**src/rtl/multicycle_control_pkg.sv**
```systemverilog
// -----------------------------------------------------------------------------
// multicycle_control_pkg
// Shared definitions for the multicycle MIPS-style control path: FSM state
// codes, the opcodes the controller understands, ALUOp codes (also consumed
// by the ALU control block) and the datapath mux select encodings.
// -----------------------------------------------------------------------------
package multicycle_control_pkg;

    // Controller state codes; State output carries these values directly.
    typedef enum logic [3:0] {
        ST_FETCH     = 4'd0,
        ST_DECODE    = 4'd1,
        ST_MEM_ADDR  = 4'd2,
        ST_MEM_READ  = 4'd3,
        ST_MEM_WB    = 4'd4,
        ST_MEM_WRITE = 4'd5,
        ST_EXECUTE   = 4'd6,
        ST_R_WB      = 4'd7,
        ST_BRANCH    = 4'd8,
        ST_JUMP      = 4'd9,
        ST_ADDI_EXEC = 4'd10,
        ST_ADDI_WB   = 4'd11
    } state_t;

    // Instruction opcodes (instruction bits [31:26]).
    localparam logic [5:0] OP_RTYPE = 6'b000000;
    localparam logic [5:0] OP_LW    = 6'b100011;
    localparam logic [5:0] OP_SW    = 6'b101011;
    localparam logic [5:0] OP_BEQ   = 6'b000100;
    localparam logic [5:0] OP_J     = 6'b000010;
    localparam logic [5:0] OP_ADDI  = 6'b001000;

    // ALUOp codes handed to the ALU control block.
    localparam logic [1:0] ALUOP_ADD   = 2'b00;
    localparam logic [1:0] ALUOP_SUB   = 2'b01;
    localparam logic [1:0] ALUOP_FUNCT = 2'b10;

    // ALU B-operand select.
    localparam logic [1:0] SRCB_REG       = 2'b00;
    localparam logic [1:0] SRCB_FOUR      = 2'b01;
    localparam logic [1:0] SRCB_IMM       = 2'b10;
    localparam logic [1:0] SRCB_IMM_SHIFT = 2'b11;

    // Next-PC source select.
    localparam logic [1:0] PCSRC_ALU    = 2'b00;
    localparam logic [1:0] PCSRC_ALUOUT = 2'b01;
    localparam logic [1:0] PCSRC_JUMP   = 2'b10;

    // True for opcodes the controller can execute.
    function automatic logic opcode_legal(input logic [5:0] op);
        return (op == OP_RTYPE) || (op == OP_LW) || (op == OP_SW) ||
               (op == OP_BEQ) || (op == OP_J) || (op == OP_ADDI);
    endfunction

    // True for states whose exit to FETCH retires an instruction.
    function automatic logic is_final_state(input state_t s);
        return (s == ST_MEM_WB) || (s == ST_MEM_WRITE) || (s == ST_R_WB) ||
               (s == ST_BRANCH) || (s == ST_JUMP) || (s == ST_ADDI_WB);
    endfunction

endpackage

```
**src/rtl/multicycle_control_output_decode.sv**
```systemverilog
// -----------------------------------------------------------------------------
// control_output_decode
// Purely combinational decode of the registered controller state into the
// datapath control strobes and selects.
// Ports:
//   state       in  4  current state code
//   mem_ready   in  1  memory handshake, qualifies the FETCH write strobes
//   opcode      in  6  instruction opcode, only used to flag illegal opcodes
//   pc_write .. reg_dst   out 1 each  datapath strobes/selects
//   pc_source, alu_op, alu_src_b  out 2 each  mux/ALU selects
//   illegal     out 1  high in DECODE when the opcode is unsupported
// -----------------------------------------------------------------------------
module control_output_decode
    import multicycle_control_pkg::*;
(
    input  logic [3:0] state,
    input  logic       mem_ready,
    input  logic [5:0] opcode,
    output logic       pc_write,
    output logic       pc_write_cond,
    output logic       iord,
    output logic       mem_read,
    output logic       mem_write,
    output logic       mem_to_reg,
    output logic       ir_write,
    output logic       alu_src_a,
    output logic       reg_write,
    output logic       reg_dst,
    output logic [1:0] pc_source,
    output logic [1:0] alu_op,
    output logic [1:0] alu_src_b,
    output logic       illegal
);

    always_comb begin
        pc_write      = 1'b0;
        pc_write_cond = 1'b0;
        iord          = 1'b0;
        mem_read      = 1'b0;
        mem_write     = 1'b0;
        mem_to_reg    = 1'b0;
        ir_write      = 1'b0;
        alu_src_a     = 1'b0;
        reg_write     = 1'b0;
        reg_dst       = 1'b0;
        pc_source     = PCSRC_ALU;
        alu_op        = ALUOP_ADD;
        alu_src_b     = SRCB_REG;
        illegal       = 1'b0;

        case (state_t'(state))
            ST_FETCH: begin
                mem_read  = 1'b1;
                // PC and IR only load on the cycle the fetch actually
                // completes, so a stalled fetch never advances PC twice.
                ir_write  = mem_ready;
                pc_write  = mem_ready;
                alu_src_b = SRCB_FOUR;
                alu_op    = ALUOP_ADD;
                pc_source = PCSRC_ALU;
            end
            ST_DECODE: begin
                // Speculative branch target: PC + (imm << 2).
                alu_src_b = SRCB_IMM_SHIFT;
                alu_op    = ALUOP_ADD;
                illegal   = !opcode_legal(opcode);
            end
            ST_MEM_ADDR, ST_ADDI_EXEC: begin
                alu_src_a = 1'b1;
                alu_src_b = SRCB_IMM;
                alu_op    = ALUOP_ADD;
            end
            ST_MEM_READ: begin
                mem_read = 1'b1;
                iord     = 1'b1;
            end
            ST_MEM_WB: begin
                reg_write  = 1'b1;
                mem_to_reg = 1'b1;
            end
            ST_MEM_WRITE: begin
                mem_write = 1'b1;
                iord      = 1'b1;
            end
            ST_EXECUTE: begin
                alu_src_a = 1'b1;
                alu_src_b = SRCB_REG;
                alu_op    = ALUOP_FUNCT;
            end
            ST_R_WB: begin
                reg_write = 1'b1;
                reg_dst   = 1'b1;
            end
            ST_BRANCH: begin
                alu_src_a     = 1'b1;
                alu_src_b     = SRCB_REG;
                alu_op        = ALUOP_SUB;
                pc_write_cond = 1'b1;
                pc_source     = PCSRC_ALUOUT;
            end
            ST_JUMP: begin
                pc_write  = 1'b1;
                pc_source = PCSRC_JUMP;
            end
            ST_ADDI_WB: begin
                reg_write = 1'b1;
            end
            default: begin
                // Unreachable codes drive nothing; the FSM recovers to FETCH.
            end
        endcase
    end

endmodule

```
**src/rtl/multicycle_control.sv**
```systemverilog
// -----------------------------------------------------------------------------
// multicycle_control
// Moore-style control unit for a multicycle MIPS subset (lw, sw, R-type,
// addi, beq, j) with a memory ready handshake and a retired-instruction
// counter.
// Ports:
//   Clock        in   1   rising-edge clock
//   Reset_n      in   1   asynchronous active-low reset
//   Opcode       in   6   instruction bits [31:26] from the IR
//   Mem_Ready    in   1   memory access completes when high
//   PCWrite .. RegDst  out 1 each  datapath strobes/selects
//   PCSource, ALUOp, ALUSrcB  out 2 each  mux/ALU selects
//   Illegal      out  1   pulse in DECODE on an unsupported opcode
//   State        out  4   current state code
//   Instr_Count  out 32   retired-instruction counter (wraps)
// -----------------------------------------------------------------------------
module multicycle_control
    import multicycle_control_pkg::*;
(
    input  logic        Clock,
    input  logic        Reset_n,
    input  logic [5:0]  Opcode,
    input  logic        Mem_Ready,
    output logic        PCWrite,
    output logic        PCWriteCond,
    output logic        IorD,
    output logic        MemRead,
    output logic        MemWrite,
    output logic        MemtoReg,
    output logic        IRWrite,
    output logic        ALUSrcA,
    output logic        RegWrite,
    output logic        RegDst,
    output logic [1:0]  PCSource,
    output logic [1:0]  ALUOp,
    output logic [1:0]  ALUSrcB,
    output logic        Illegal,
    output logic [3:0]  State,
    output logic [31:0] Instr_Count
);

    state_t      state_reg;
    state_t      state_next;
    logic [31:0] instr_count_reg;
    logic        retire;

    // Decoder outputs before reset gating.
    logic       pc_write_raw;
    logic       pc_write_cond_raw;
    logic       iord_raw;
    logic       mem_read_raw;
    logic       mem_write_raw;
    logic       mem_to_reg_raw;
    logic       ir_write_raw;
    logic       alu_src_a_raw;
    logic       reg_write_raw;
    logic       reg_dst_raw;
    logic [1:0] pc_source_raw;
    logic [1:0] alu_op_raw;
    logic [1:0] alu_src_b_raw;
    logic       illegal_raw;

    // State register.
    always_ff @(posedge Clock or negedge Reset_n) begin
        if (!Reset_n) begin
            state_reg <= ST_FETCH;
        end else begin
            state_reg <= state_next;
        end
    end

    // Next-state logic; Mem_Ready only gates transitions.
    always_comb begin
        state_next = state_reg;
        case (state_reg)
            ST_FETCH: begin
                if (Mem_Ready) state_next = ST_DECODE;
            end
            ST_DECODE: begin
                case (Opcode)
                    OP_RTYPE:      state_next = ST_EXECUTE;
                    OP_LW, OP_SW:  state_next = ST_MEM_ADDR;
                    OP_BEQ:        state_next = ST_BRANCH;
                    OP_J:          state_next = ST_JUMP;
                    OP_ADDI:       state_next = ST_ADDI_EXEC;
                    default:       state_next = ST_FETCH;
                endcase
            end
            ST_MEM_ADDR: begin
                // Opcode comes from the IR and is stable here; anything
                // other than lw/sw can only arise from corruption, so bail
                // out to FETCH rather than touch memory.
                if (Opcode == OP_LW)      state_next = ST_MEM_READ;
                else if (Opcode == OP_SW) state_next = ST_MEM_WRITE;
                else                      state_next = ST_FETCH;
            end
            ST_MEM_READ: begin
                if (Mem_Ready) state_next = ST_MEM_WB;
            end
            ST_MEM_WRITE: begin
                if (Mem_Ready) state_next = ST_FETCH;
            end
            ST_MEM_WB:    state_next = ST_FETCH;
            ST_EXECUTE:   state_next = ST_R_WB;
            ST_R_WB:      state_next = ST_FETCH;
            ST_BRANCH:    state_next = ST_FETCH;
            ST_JUMP:      state_next = ST_FETCH;
            ST_ADDI_EXEC: state_next = ST_ADDI_WB;
            ST_ADDI_WB:   state_next = ST_FETCH;
            default:      state_next = ST_FETCH;
        endcase
    end

    // An instruction retires when a final state hands back to FETCH; a
    // stalled MEM_WRITE stays put and illegal opcodes never reach a final
    // state, so neither counts.
    assign retire = is_final_state(state_reg) && (state_next == ST_FETCH);

    always_ff @(posedge Clock or negedge Reset_n) begin
        if (!Reset_n) begin
            instr_count_reg <= '0;
        end else if (retire) begin
            instr_count_reg <= instr_count_reg + 32'd1;
        end
    end

    control_output_decode u_decode (
        .state         (state_reg),
        .mem_ready     (Mem_Ready),
        .opcode        (Opcode),
        .pc_write      (pc_write_raw),
        .pc_write_cond (pc_write_cond_raw),
        .iord          (iord_raw),
        .mem_read      (mem_read_raw),
        .mem_write     (mem_write_raw),
        .mem_to_reg    (mem_to_reg_raw),
        .ir_write      (ir_write_raw),
        .alu_src_a     (alu_src_a_raw),
        .reg_write     (reg_write_raw),
        .reg_dst       (reg_dst_raw),
        .pc_source     (pc_source_raw),
        .alu_op        (alu_op_raw),
        .alu_src_b     (alu_src_b_raw),
        .illegal       (illegal_raw)
    );

    // The reset state is FETCH, which would otherwise drive MemRead etc.;
    // gate every control output so nothing reaches the datapath while
    // Reset_n is low, independent of the clock.
    assign PCWrite     = Reset_n & pc_write_raw;
    assign PCWriteCond = Reset_n & pc_write_cond_raw;
    assign IorD        = Reset_n & iord_raw;
    assign MemRead     = Reset_n & mem_read_raw;
    assign MemWrite    = Reset_n & mem_write_raw;
    assign MemtoReg    = Reset_n & mem_to_reg_raw;
    assign IRWrite     = Reset_n & ir_write_raw;
    assign ALUSrcA     = Reset_n & alu_src_a_raw;
    assign RegWrite    = Reset_n & reg_write_raw;
    assign RegDst      = Reset_n & reg_dst_raw;
    assign PCSource    = {2{Reset_n}} & pc_source_raw;
    assign ALUOp       = {2{Reset_n}} & alu_op_raw;
    assign ALUSrcB     = {2{Reset_n}} & alu_src_b_raw;
    assign Illegal     = Reset_n & illegal_raw;

    assign State       = state_reg;
    assign Instr_Count = instr_count_reg;

endmodule

```
**config.mk**
```make
export PLATFORM = sky130hd
export DESIGN_NAME = multicycle_control
export DESIGN_NICKNAME = d
export VERILOG_FILES = /design/src/rtl/multicycle_control_pkg.sv /design/src/rtl/multicycle_control_output_decode.sv /design/src/rtl/multicycle_control.sv
export SDC_FILE = /design/constraint.sdc
export NUM_CORES = 1
export LEC_CHECK = 0
export CAP_MARGIN = 30
export CORE_MARGIN = 5
export CORE_UTILIZATION = 48
export DETAILED_ROUTE_END_ITERATION = 8
export PLACE_DENSITY = 0.78
export SLEW_MARGIN = 20
export SYNTH_ARGS = -nofsm -noshare
export SYNTH_HDL_FRONTEND = slang
export SYNTH_HIERARCHICAL = 1
export SYNTH_SLANG_ARGS = --single-unit
```
**constraint.sdc**
```tcl
create_clock -name Clock -period 2.5 [get_ports Clock]
set_clock_uncertainty 0.2 [all_clocks]
set_input_delay 0.375 -clock Clock [delete_from_list [all_inputs] [get_ports Clock]]
set_output_delay 0.375 -clock Clock [all_outputs]
set_load 0.05 [all_outputs]
```
==> results.cfg <==
[timing]
holdWs_ns = 0.0788
rsz0062_at_grt = no
hold_violations = 0
final_max_slew_viol_count = 0
slew_headroom_pct = 57.0
max_slew.worst_pin.slew_ns = 0.646
fmax_mhz = 421
finalCritPeriodShare_pct = 94.9
fin_crit_ns = 2.37
finalSetupViolCount = 0

[worst_setup_path]
timing.rr.end = Instr_Count[15]
r2r_cells = 5
cp_cell_sequence = buf_4 > clkdlybuf4s50_1
cp-end-kind = output port
r2r-start = Instr_Count[2]
cp_slowest_cell = clkdlybuf4s50_1
cp_max_fo = 12
critPathKind = reg2out
r2r_slack_ns = 0.35
cp_data_required_time_ns = 1.92
slowest_delay_ns = 0.82
cp-start-kind = flip-flop
critPathArrivalTime_ns = 1.80

[place]
placed_area_mm2 = 0.00340
gp_congestion = 0.841
post-dp-hpwl_um = 4540
portBuffers = 61
place_inst = 386

[synthesis]
synth_seq_cells = 36
synth_enable_flop_cells = 0
yosysUniqueCellTypes = 57
avgSynthCellArea_um2 = 9.97
synth-async-reset-ratio_pct = 100
ys.flop_type = dfrtp_1
yosysTopAreaCellShare_pct = 35.5
yosysTopAreaCell = dfrtp_1
synth_area_mm2 = 0.00254
synthCells = 255
synth_fp_nets = 265
synth.yosys.seq_area_share_pct = 35.5
synth_warnings = 6
synth.top_cells.by_area = dfrtp_1 (35%), nor4_2 (8.4%), xor2_1 (6.2%)

[die]
initial_core_util_pct = 49.4
die_area_mm2 = 0.00685
die-width_um = 82.8
die_height_um = 82.8
pin_count = 62
rows = 26
core_area_mm2 = 0.00514

[layout]
nFillCells = 405
final_util_pct = 68.5
instances_no_fill = 394
antenna_cells = 0
final_area_mm2 = 0.00352
drive_gt1_share_pct = 25.3
final_nets = 333
syn2layout_area_growth_pct = 38.6

[clocking]
clockBufferDepth = 2
cts_tree = built
path_clk_slew_ns = 0.08
postCtsSetupRepairBufs = 0
clock-sinks = 36
cts.htree.levels = 2
numCtsBuffers = 5
clockRootBuffer = clkbuf_8
clk_latency_ns = 0.30

[grt]
grt_remaining_overflow = 0
grt_usage_pct = 19.6
grt_pass1_wl_um = 10300
antenna_found_initial = 0
grt_pass1_vias = 2198
grt_max_degree = 37

[pwr]
seqPwrFrac_pct = 41.5
internal-power_w = 0.00105
power.density_mw_per_mm2 = 438
ir_worst_vdd_uv = 769
p_leak_nw = 1.49
sw_frac_of_total_pct = 31.8
clkPwrFrac_pct = 33.4
power.switching_w = 0.000491
power_w = 0.00154
p_comb_share_pct = 25.1

[detailed_routing]
drcViolationCount = 0
antenna_left = 0
first_iter_violations = 150
wirelength_um = 6030
routedWlPerCell_um = 15.3
vias_per_cell = 5.57
drtPass1Iterations = 4
vias = 2195

[job]
cap_violations = 0

[min_path]
hold_class = in2async

[run_status]
status = finished clean
## flip-flops by register name, summed over array words and instances, names as in the netlist
signal and flops:
Instr_Count 32, State 4
## area by class of cell
type                       instances  area (um^2)  share of cell area, %
clock inverter                     3         42.5                   1.21
inverter                           6         22.5                  0.639
multi-input combinational        200         1520                   43.0
sequential                        36          903                   25.6
clock buffer                       5         68.8                   1.95
tap                               70         87.6                   2.49
timing repair buffer              74          882                   25.0
## synth_stat cells, drive strengths merged, types with 3 or more instances
cell type  count
and3           8
nor2b          4
xnor2         16
buf           11
nand4         16
and2          20
nand3b         3
nand2b         7
xor2          18
inv            6
nor2           9
o21ai          3
dfrtp         36
nand3         13
nor3          13
nor4          21
a21oi          7
nor3b          3
nand2         14
## cells by family (layout without fill, tap and decap cells)
logic type	Yosys count	count (layout)	share of synthesized area [%]
compound gates	21	21	6.50
simple gates	142	142	39.7
mux	1	1	0.443
flops	36	36	35.5
buf+inv	19	88	4.92
fa+ha+maj	2	2	0.935
xor+xnor	34	34	12.0
## per-stage QoR
| step | TNS (ns) | setup slack, ns |
|---|---|---|
| final | 0 | 0.127 |
| after global routing | 0 | 0.0504 |
| after CTS | 0 | 0.0202 |
| after detailed placement | -0.00656 | -0.00656 |
| after global placement | 0 | 0.0473 |
| after floorplan | 0 | 0.0848 |
## power groups by stage
stage | logic [W] | clock network [W] | registers [W]
final | 0.000388 | 0.000515 | 0.000640
after global routing | 0.000415 | 0.000539 | 0.000645
after CTS | 0.000392 | 0.000525 | 0.000640
after detailed placement | 0.000392 | 0 | 0.000650
after global placement | 0.000385 | 0 | 0.000649
after floorplan | 0.000167 | 0 | 0.000719
## layout by cell type, fill, tap and decap left out, types with 2 or more instances in the layout
| master | netlist | routed |
|---|---|---|
| nand2b_1 | 6 | 6 |
| nor3_4 | 2 | 2 |
| or2_2 | 2 | 2 |
| or4_1 | 2 | 2 |
| nand2_1 | 13 | 13 |
| buf_4 | 3 | 15 |
| o21ai_0 | 3 | 3 |
| clkbuf_8 | 0 | 5 |
| a21oi_1 | 6 | 6 |
| and3_1 | 7 | 7 |
| nor2b_1 | 3 | 3 |
| inv_1 | 6 | 6 |
| nor3_1 | 10 | 10 |
| dlymetal6s2s_1 | 0 | 2 |
| nor2_1 | 9 | 9 |
| clkdlybuf4s50_1 | 0 | 37 |
| xor2_1 | 18 | 18 |
| nand3b_1 | 2 | 2 |
| nand4_1 | 16 | 16 |
| nor4_1 | 3 | 3 |
| xnor2_1 | 15 | 15 |
| nand3_1 | 12 | 12 |
| dfrtp_2 | 0 | 2 |
| and4_1 | 2 | 2 |
| dfrtp_1 | 36 | 34 |
| buf_12 | 0 | 18 |
| nor3b_1 | 3 | 3 |
| nor4_2 | 17 | 17 |
| and2_1 | 20 | 20 |
## repair_timing
| item | CTS | global route |
|---|---|---|
| endpoints found under the setup margin | 1 | 6 |
| endpoints found under the hold margin | 0 | 0 |
| resized for setup | 2 | 3 |
| hold buffers | 0 | 0 |
| pin swaps | 1 | 1 |
## critical path: cells and delay by family (launching register included)
| family | cells | cell delay, ns |
|---|---|---|
| buf+inv | 2 | 1.04 |
| flops | 1 | 0.46 |
## worst max path at each step
| stage | start | to | slack, ns | cells after the start |
|---|---|---|---|---|
| final | State[1] | State[1] | 0.13 | 2 |
| after detailed placement | Opcode[3] | Illegal | -0.007 | 6 |
| after floorplan | State[3] | ALUOp[0] | 0.08 | 5 |
| after global placement | Mem_Ready | Instr_Count[1] | 0.05 | 5 |
| after global routing | State[1] | State[1] | 0.05 | 2 |
| after CTS | State[2] | RegDst | 0.02 | 5 |
## layer usage
metal | vias up | share of wire, % | track usage (%)
met3 | 9 | 4.9 | 3.47
met2 | 64 | 50 | 33.1
met1 | 1063 | 43 | 25.5
met4 | 0 | 1.3 | 5.88
li1 | 1059 | - | -
met5 | - | 0 | 0
No activity file was read; power rests on OpenSTA's default activity.
